`src/rtl/int_ctrl.sv`:
```
// int_ctrl: prioritised, nesting interrupt controller driving a registered hwint/ack/eoi handshake
// with per-channel vectors and a word-wide configuration port.
module int_ctrl #(
    parameter int          NUM_IRQ    = 8,
    parameter int          PRIO_W     = 2,
    parameter logic [31:0] VEC_BASE   = 32'h0000_0100,
    parameter logic [31:0] VEC_STRIDE = 32'd4,
    localparam int         ID_W       = (NUM_IRQ > 1) ? $clog2(NUM_IRQ) : 1
) (
    input  logic               clk,
    input  logic               rst_n,
    input  logic [NUM_IRQ-1:0] i_irq,
    input  logic               i_cfg_wr,
    input  logic [2:0]         i_cfg_addr,
    input  logic [31:0]        i_cfg_wdata,
    output logic [31:0]        o_cfg_rdata,
    output logic               o_hwint,
    output logic [ID_W-1:0]    o_int_id,
    output logic [31:0]        o_int_vec,
    input  logic               i_int_ack,
    input  logic               i_eoi,
    output logic               o_err
);
    typedef enum logic {IDLE, REQ} state_t;
    localparam int DEPTH = 2 ** PRIO_W;
    localparam int DW    = PRIO_W + 1;

    state_t             r_state;
    logic [NUM_IRQ-1:0] r_s1, r_s2, r_s3, r_pend, r_en, r_trig;
    logic [31:0]        r_prio;
    logic [PRIO_W-1:0]  r_stk [DEPTH];
    logic [DW-1:0]      r_depth;
    logic [PRIO_W-1:0]  w_prio [NUM_IRQ];
    logic [NUM_IRQ-1:0] w_wr_clr, w_wr_set, w_ack_clr, w_pend_nxt, w_cand;
    logic [PRIO_W-1:0]  w_top, w_cur, w_wprio;
    logic [ID_W-1:0]    w_win;
    logic [31:0]        w_vec, w_rdata;
    logic               w_any, w_push, w_pop;

    genvar g;
    generate
        for (g = 0; g < NUM_IRQ; g++) begin : g_prio
            if ((g + 1) * PRIO_W <= 32) begin : g_cfg
                assign w_prio[g] = r_prio[g*PRIO_W +: PRIO_W];
            end else begin : g_fixed
                assign w_prio[g] = '0;
            end
        end
    endgenerate

    assign w_wr_clr  = (i_cfg_wr && i_cfg_addr == 3'd3) ? i_cfg_wdata[NUM_IRQ-1:0] : '0;
    assign w_wr_set  = (i_cfg_wr && i_cfg_addr == 3'd4) ? i_cfg_wdata[NUM_IRQ-1:0] : '0;
    assign w_push    = (r_state == REQ) && i_int_ack;
    assign w_pop     = i_eoi && (r_depth != '0);
    assign w_ack_clr = w_push ? (NUM_IRQ'(1) << o_int_id) : '0;
    // Edge sets are applied after clears so a same-cycle edge always survives a W1C or ack
    assign w_pend_nxt = (r_trig & ((r_pend & ~(w_wr_clr | w_ack_clr)) | (r_s2 & ~r_s3) | w_wr_set))
                      | (~r_trig & r_s2);
    assign w_top = r_stk[PRIO_W'(r_depth - 1'b1)];
    assign w_cur = (r_depth != '0) ? w_top : '0;
    assign w_vec = VEC_BASE + 32'(w_win) * VEC_STRIDE;

    always_comb begin
        w_cand  = '0;
        w_any   = 1'b0;
        w_win   = '0;
        w_wprio = '0;
        for (int i = NUM_IRQ - 1; i >= 0; i--) begin
            w_cand[i] = w_pend_nxt[i] && r_en[i] && (r_depth == '0 || w_prio[i] > w_top);
            if (w_cand[i] && (!w_any || w_prio[i] >= w_wprio)) begin
                w_any   = 1'b1;
                w_win   = ID_W'(i);
                w_wprio = w_prio[i];
            end
        end
    end

    assign w_rdata = (i_cfg_addr == 3'd0) ? 32'(r_en)
                   : (i_cfg_addr == 3'd1) ? 32'(r_trig)
                   : (i_cfg_addr == 3'd2) ? r_prio
                   : (i_cfg_addr == 3'd3) ? 32'(r_pend)
                   : (i_cfg_addr == 3'd5) ? {o_err, 15'd0, 8'(r_depth), 8'(w_cur)}
                   : 32'd0;

    always_ff @(posedge clk or negedge rst_n) begin
        if (!rst_n) begin
            r_s1        <= '0;
            r_s2        <= '0;
            r_s3        <= '0;
            r_pend      <= '0;
            r_en        <= '0;
            r_trig      <= '0;
            r_prio      <= '0;
            o_cfg_rdata <= '0;
            o_err       <= 1'b0;
        end else begin
            r_s1        <= i_irq;
            r_s2        <= r_s1;
            r_s3        <= r_s2;
            r_pend      <= w_pend_nxt;
            o_cfg_rdata <= w_rdata;
            o_err       <= (o_err && !(i_cfg_wr && i_cfg_addr == 3'd5 && i_cfg_wdata[31]))
                         || (i_eoi && r_depth == '0);
            if (i_cfg_wr && i_cfg_addr == 3'd0) r_en <= i_cfg_wdata[NUM_IRQ-1:0];
            if (i_cfg_wr && i_cfg_addr == 3'd1) r_trig <= i_cfg_wdata[NUM_IRQ-1:0];
            if (i_cfg_wr && i_cfg_addr == 3'd2) r_prio <= i_cfg_wdata;
        end
    end

    // Pop happens before push, so ack+eoi together replaces the top entry
    always_ff @(posedge clk or negedge rst_n) begin
        if (!rst_n) begin
            r_depth <= '0;
            for (int i = 0; i < DEPTH; i++) r_stk[i] <= '0;
        end else begin
            r_depth <= r_depth - DW'(w_pop) + DW'(w_push);
            if (w_push) r_stk[PRIO_W'(r_depth - DW'(w_pop))] <= w_prio[o_int_id];
        end
    end

    always_ff @(posedge clk or negedge rst_n) begin
        if (!rst_n) begin
            r_state   <= IDLE;
            o_hwint   <= 1'b0;
            o_int_id  <= '0;
            o_int_vec <= VEC_BASE;
        end else if (r_state == IDLE) begin
            if (w_any) begin
                r_state   <= REQ;
                o_hwint   <= 1'b1;
                o_int_id  <= w_win;
                o_int_vec <= w_vec;
            end
        end else if (i_int_ack || !w_cand[o_int_id]) begin
            r_state <= IDLE;
            o_hwint <= 1'b0;
        end else if (w_wprio > w_prio[o_int_id]) begin
            o_int_id  <= w_win;
            o_int_vec <= w_vec;
        end
    end
endmodule
```
`config.mk`:
```
export PLATFORM = sky130hd
export DESIGN_NAME = int_ctrl
export DESIGN_NICKNAME = d
export VERILOG_FILES = /design/src/rtl/int_ctrl.sv
export SDC_FILE = /design/constraint.sdc
export NUM_CORES = 1
export LEC_CHECK = 0
export CORE_ASPECT_RATIO = 0.8
export CORE_MARGIN = 5
export CORE_UTILIZATION = 32
export DETAILED_ROUTE_END_ITERATION = 7
export PLACE_DENSITY_LB_ADDON = 0.2
export SYNTH_ARGS = -nofsm -noshare
export SYNTH_HDL_FRONTEND = slang
export SYNTH_SLANG_ARGS = --single-unit
```
`constraint.sdc`:
```
create_clock -name clk -period 24.1 [get_ports clk]
set_clock_uncertainty 0.2 [all_clocks]
set_input_delay 4.82 -clock clk [delete_from_list [all_inputs] [get_ports clk]]
set_output_delay 4.82 -clock clk [all_outputs]
set_load 0.02 [all_outputs]
```
==> impl_results.md <==
- Status: completed
- Yosys cell types: 61
- Post-CTS setup buffer count: 0
- 1st-iter DRT viols: 375
- Reg clk slew, reported paths: 0.06 ns
- Worst Hold Launch: r_s1[7]
- Worst skew pair latency: 0.43 ns
- Mapped Area: 0.00661 mm2
- Req. time, crit path: 24.21 ns
- Final Hold Fails: 0
- Worst Hold Path EP: r_s2[7]
- Crit path DAT: 17.30 ns
- CP Max Fanout: 18
- Total CTS buffers: 17
- Routed Antenna Nets: 0
- CTS Buffer Depth: 2
- Ports: 117
- Total of max-cap violations: 0
- Resized Gates After CTS: 0
- Synth async-reset ratio: 100%
- Worst rel slew slack: 15.9%
- Die width: 171 um
- Initial Util: 32.2%
- Die height: 139 um
- Vias: 4806
- Die area: 0.0236 mm2
- Pwr Total: 0.00104 W
- Synth-to-Final Area Change: 23.9%
- HPWL Detailed: 13.0 mm
- Pin count of the biggest net entering global routing: 83
- Final Routed Wirelength: 18.0 mm
- Setup crit end kind: register
- Top_reg_cell synth: dfrtp_1
- Worst Tran Pin Value: 1.24 ns
- WS Path Type: primary input to register
- Worst vdd ir: 44.3 uV
- CTS tree: built
- CTS H-tree depth: 4
- Critical path launch point type: primary input
- Std-Cell Rows: 47
- Crit-path most repeated cell: a21oi_1
- First-pass GRT wire length: 28.1 mm
- FMAX: 58.2 MHz
- GRT overflow: 0
- Number of synthesized flops with an enable pin: 0
- # setup viols final: 0
- Final #Nets: 743
- Antenna violations before repair: 0
- Routed len/inst: 19.2 um
- Worst R2R Path Depth: 61
- Cells after synthesis: 574
- Share of layout cells above drive strength 1: 16.1%
- Sequential area share after synthesis: 48.9%
- Via density: 5.11
- Slowest cell delay on critical path: 1.09 ns
- Core area: 0.0205 mm2
- Gr usage total: 15.4%
- # diodes: 0
- Tmin final: 17.19 ns
- Avg Cell Area, Syn: 11.5 um2
- Yosys reg bits: 129
- Clk sink count: 129
- RR Startpoint: r_depth[0]
- IO Port Bufs: 87
- GPL Wtd Cong: 0.943
- Drt pass-1 iters: 5
- Root Buffer: clkbuf_16
- Leakage: 3.61 nW
- Final Cycle Share: 71.3%
- Vias in the first global route: 4857
- Hold crit path type: register to register
- CP max stage cell: clkdlybuf4s50_1
- # fillers: 1968
- Reg-to-reg endpoint: o_int_id[0]
- RSZ-0062 raised after global routing: no
- R2R Setup Slk: 11.01 ns
- Hold Path Cell Cnt: 0
- Residual DRC: 0
- PwrDens: 127 mW/mm2
- Count of pins over their slew limit: 0
- Hold_buf cts: 0
- Yosys warns: 0
- Setup TNS after final layout: 0 ns
## cell families (layout without fill, tap and decap cells)
| group | count (synthesis) | in the layout | share of synthesized area [%] |
|---|---|---|---|
| simple gates | 142 | 142 | 11.2 |
| xor+xnor | 2 | 2 | 0.265 |
| other cells | 2 | 29 | 0.114 |
| compound gates | 127 | 127 | 14.4 |
| mux | 54 | 54 | 11.2 |
| buf+inv | 81 | 151 | 6.91 |
| fa+ha+maj | 37 | 37 | 7.01 |
| flops | 129 | 129 | 48.9 |
## metal layers
layer	vias up	part of all wire, %	GRT usage, %
met4	0	1.2	4.45
met1	2418	47	22.4
li1	2192	-	-
met5	-	0	0
met2	181	45	22.7
met3	15	6.6	3.80
## cell usage after synthesis, types with 4 or more instances
cell,number,area share (%)
dfrtp_1,129,49
nand2_1,47,2.7
mux2_2,38,6.5
ha_1,37,7.0
buf_4,34,3.9
inv_1,27,1.5
a21oi_1,22,1.7
and2_1,22,2.1
nor2b_1,20,1.9
o21ai_0,20,1.5
nor2_1,17,0.97
clkbuf_1,12,0.68
mux4_2,12,4.1
a2bb2oi_1,10,1.3
nand2b_1,9,0.85
a221oi_1,8,1.1
o221ai_1,8,1.1
or2_2,8,0.76
a32o_1,7,1.1
a22o_1,6,0.80
a31oi_1,6,0.57
nand3_1,5,0.38
a211oi_1,4,0.45
mux2i_1,4,0.61
o221a_2,4,0.68
## cell usage in the layout, fill, tap and decap left out, types with 4 or more instances in the layout
master	instances
a211oi_1	4
a21oi_1	22
a221oi_1	8
a22o_1	6
a2bb2oi_1	10
a31oi_1	6
a32o_1	7
and2_1	22
buf_4	5
clkbuf_16	17
clkdlybuf4s50_1	86
conb_1	29
dfrtp_1	129
ha_1	37
inv_1	27
inv_6	4
mux2_2	38
mux2i_1	4
mux4_2	12
nand2_1	47
nand2b_1	9
nand3_1	5
nor2_1	17
nor2b_1	20
o21ai_0	20
o221a_2	4
o221ai_1	8
or2_2	8
## metrics by stage
step	util (%)	cells	hold slack [ns]	cell area [um2]	worst slack, ns
finish	39.9	940	0.151	8190	6.91
global route	39.9	940	0.162	8190	6.03
CTS	39.9	940	0.155	8190	7.10
detailed placement	37.1	908	0.140	7620	6.71
global placement	37.1	908	0.134	7620	7.32
floorplan	-	601	0.131	6710	8.86
## flip-flops by register name, summed over array words and instances (netlist names)
name	flops
r_stk	8
r_prio	32
o_hwint	1
o_err	1
r_pend	8
r_s3	8
o_cfg_rdata	32
r_en	8
r_state	1
r_depth	3
r_trig	8
r_s1	8
r_s2	8
o_int_id	3
## worst max path at each step
stage	start	end	slack, ns	cells past startpoint
2_1_floorplan	i_cfg_addr[0]	o_int_id[0]	8.86	60
3_3_place_gp	i_cfg_addr[0]	o_int_id[0]	7.32	56
3_5_place_dp	i_cfg_addr[0]	o_int_id[0]	6.71	57
4_1_cts	i_cfg_addr[0]	o_int_id[0]	7.10	57
5_1_grt	i_cfg_addr[0]	o_int_id[0]	6.03	57
6_report	i_cfg_addr[0]	o_int_id[0]	6.91	57
## final cells by class
class                           instances  area (um2)  area share (%)
Clock inverter                         13         126            1.54
Clock buffer                           19         443            5.41
Timing Repair Buffer                   92         910            11.1
Sequential cell                       129        3230            39.4
Inverter                               27         101            1.24
Tap cell                              269         337            4.11
Multi-Input combinational cell        391        3040            37.2
## worst max-delay path: cells and delay by family
family | cells | cell delay [ns]
AO/OA/AOI/OAI | 29 | 6.68
adder cells (fa/ha/maj) | 8 | 1.97
buffers and inverters | 3 | 1.24
AND/OR/NAND/NOR | 17 | 2.57
## report_power, final
part | total, W | internal [W] | switching [W]
clock network | 0.000251 | 0.000146 | 0.000105
logic | 0.000484 | 0.000217 | 0.000268
registers | 0.000302 | 0.000257 | 0.0000443
No activity file was read; power rests on OpenSTA's default activity.
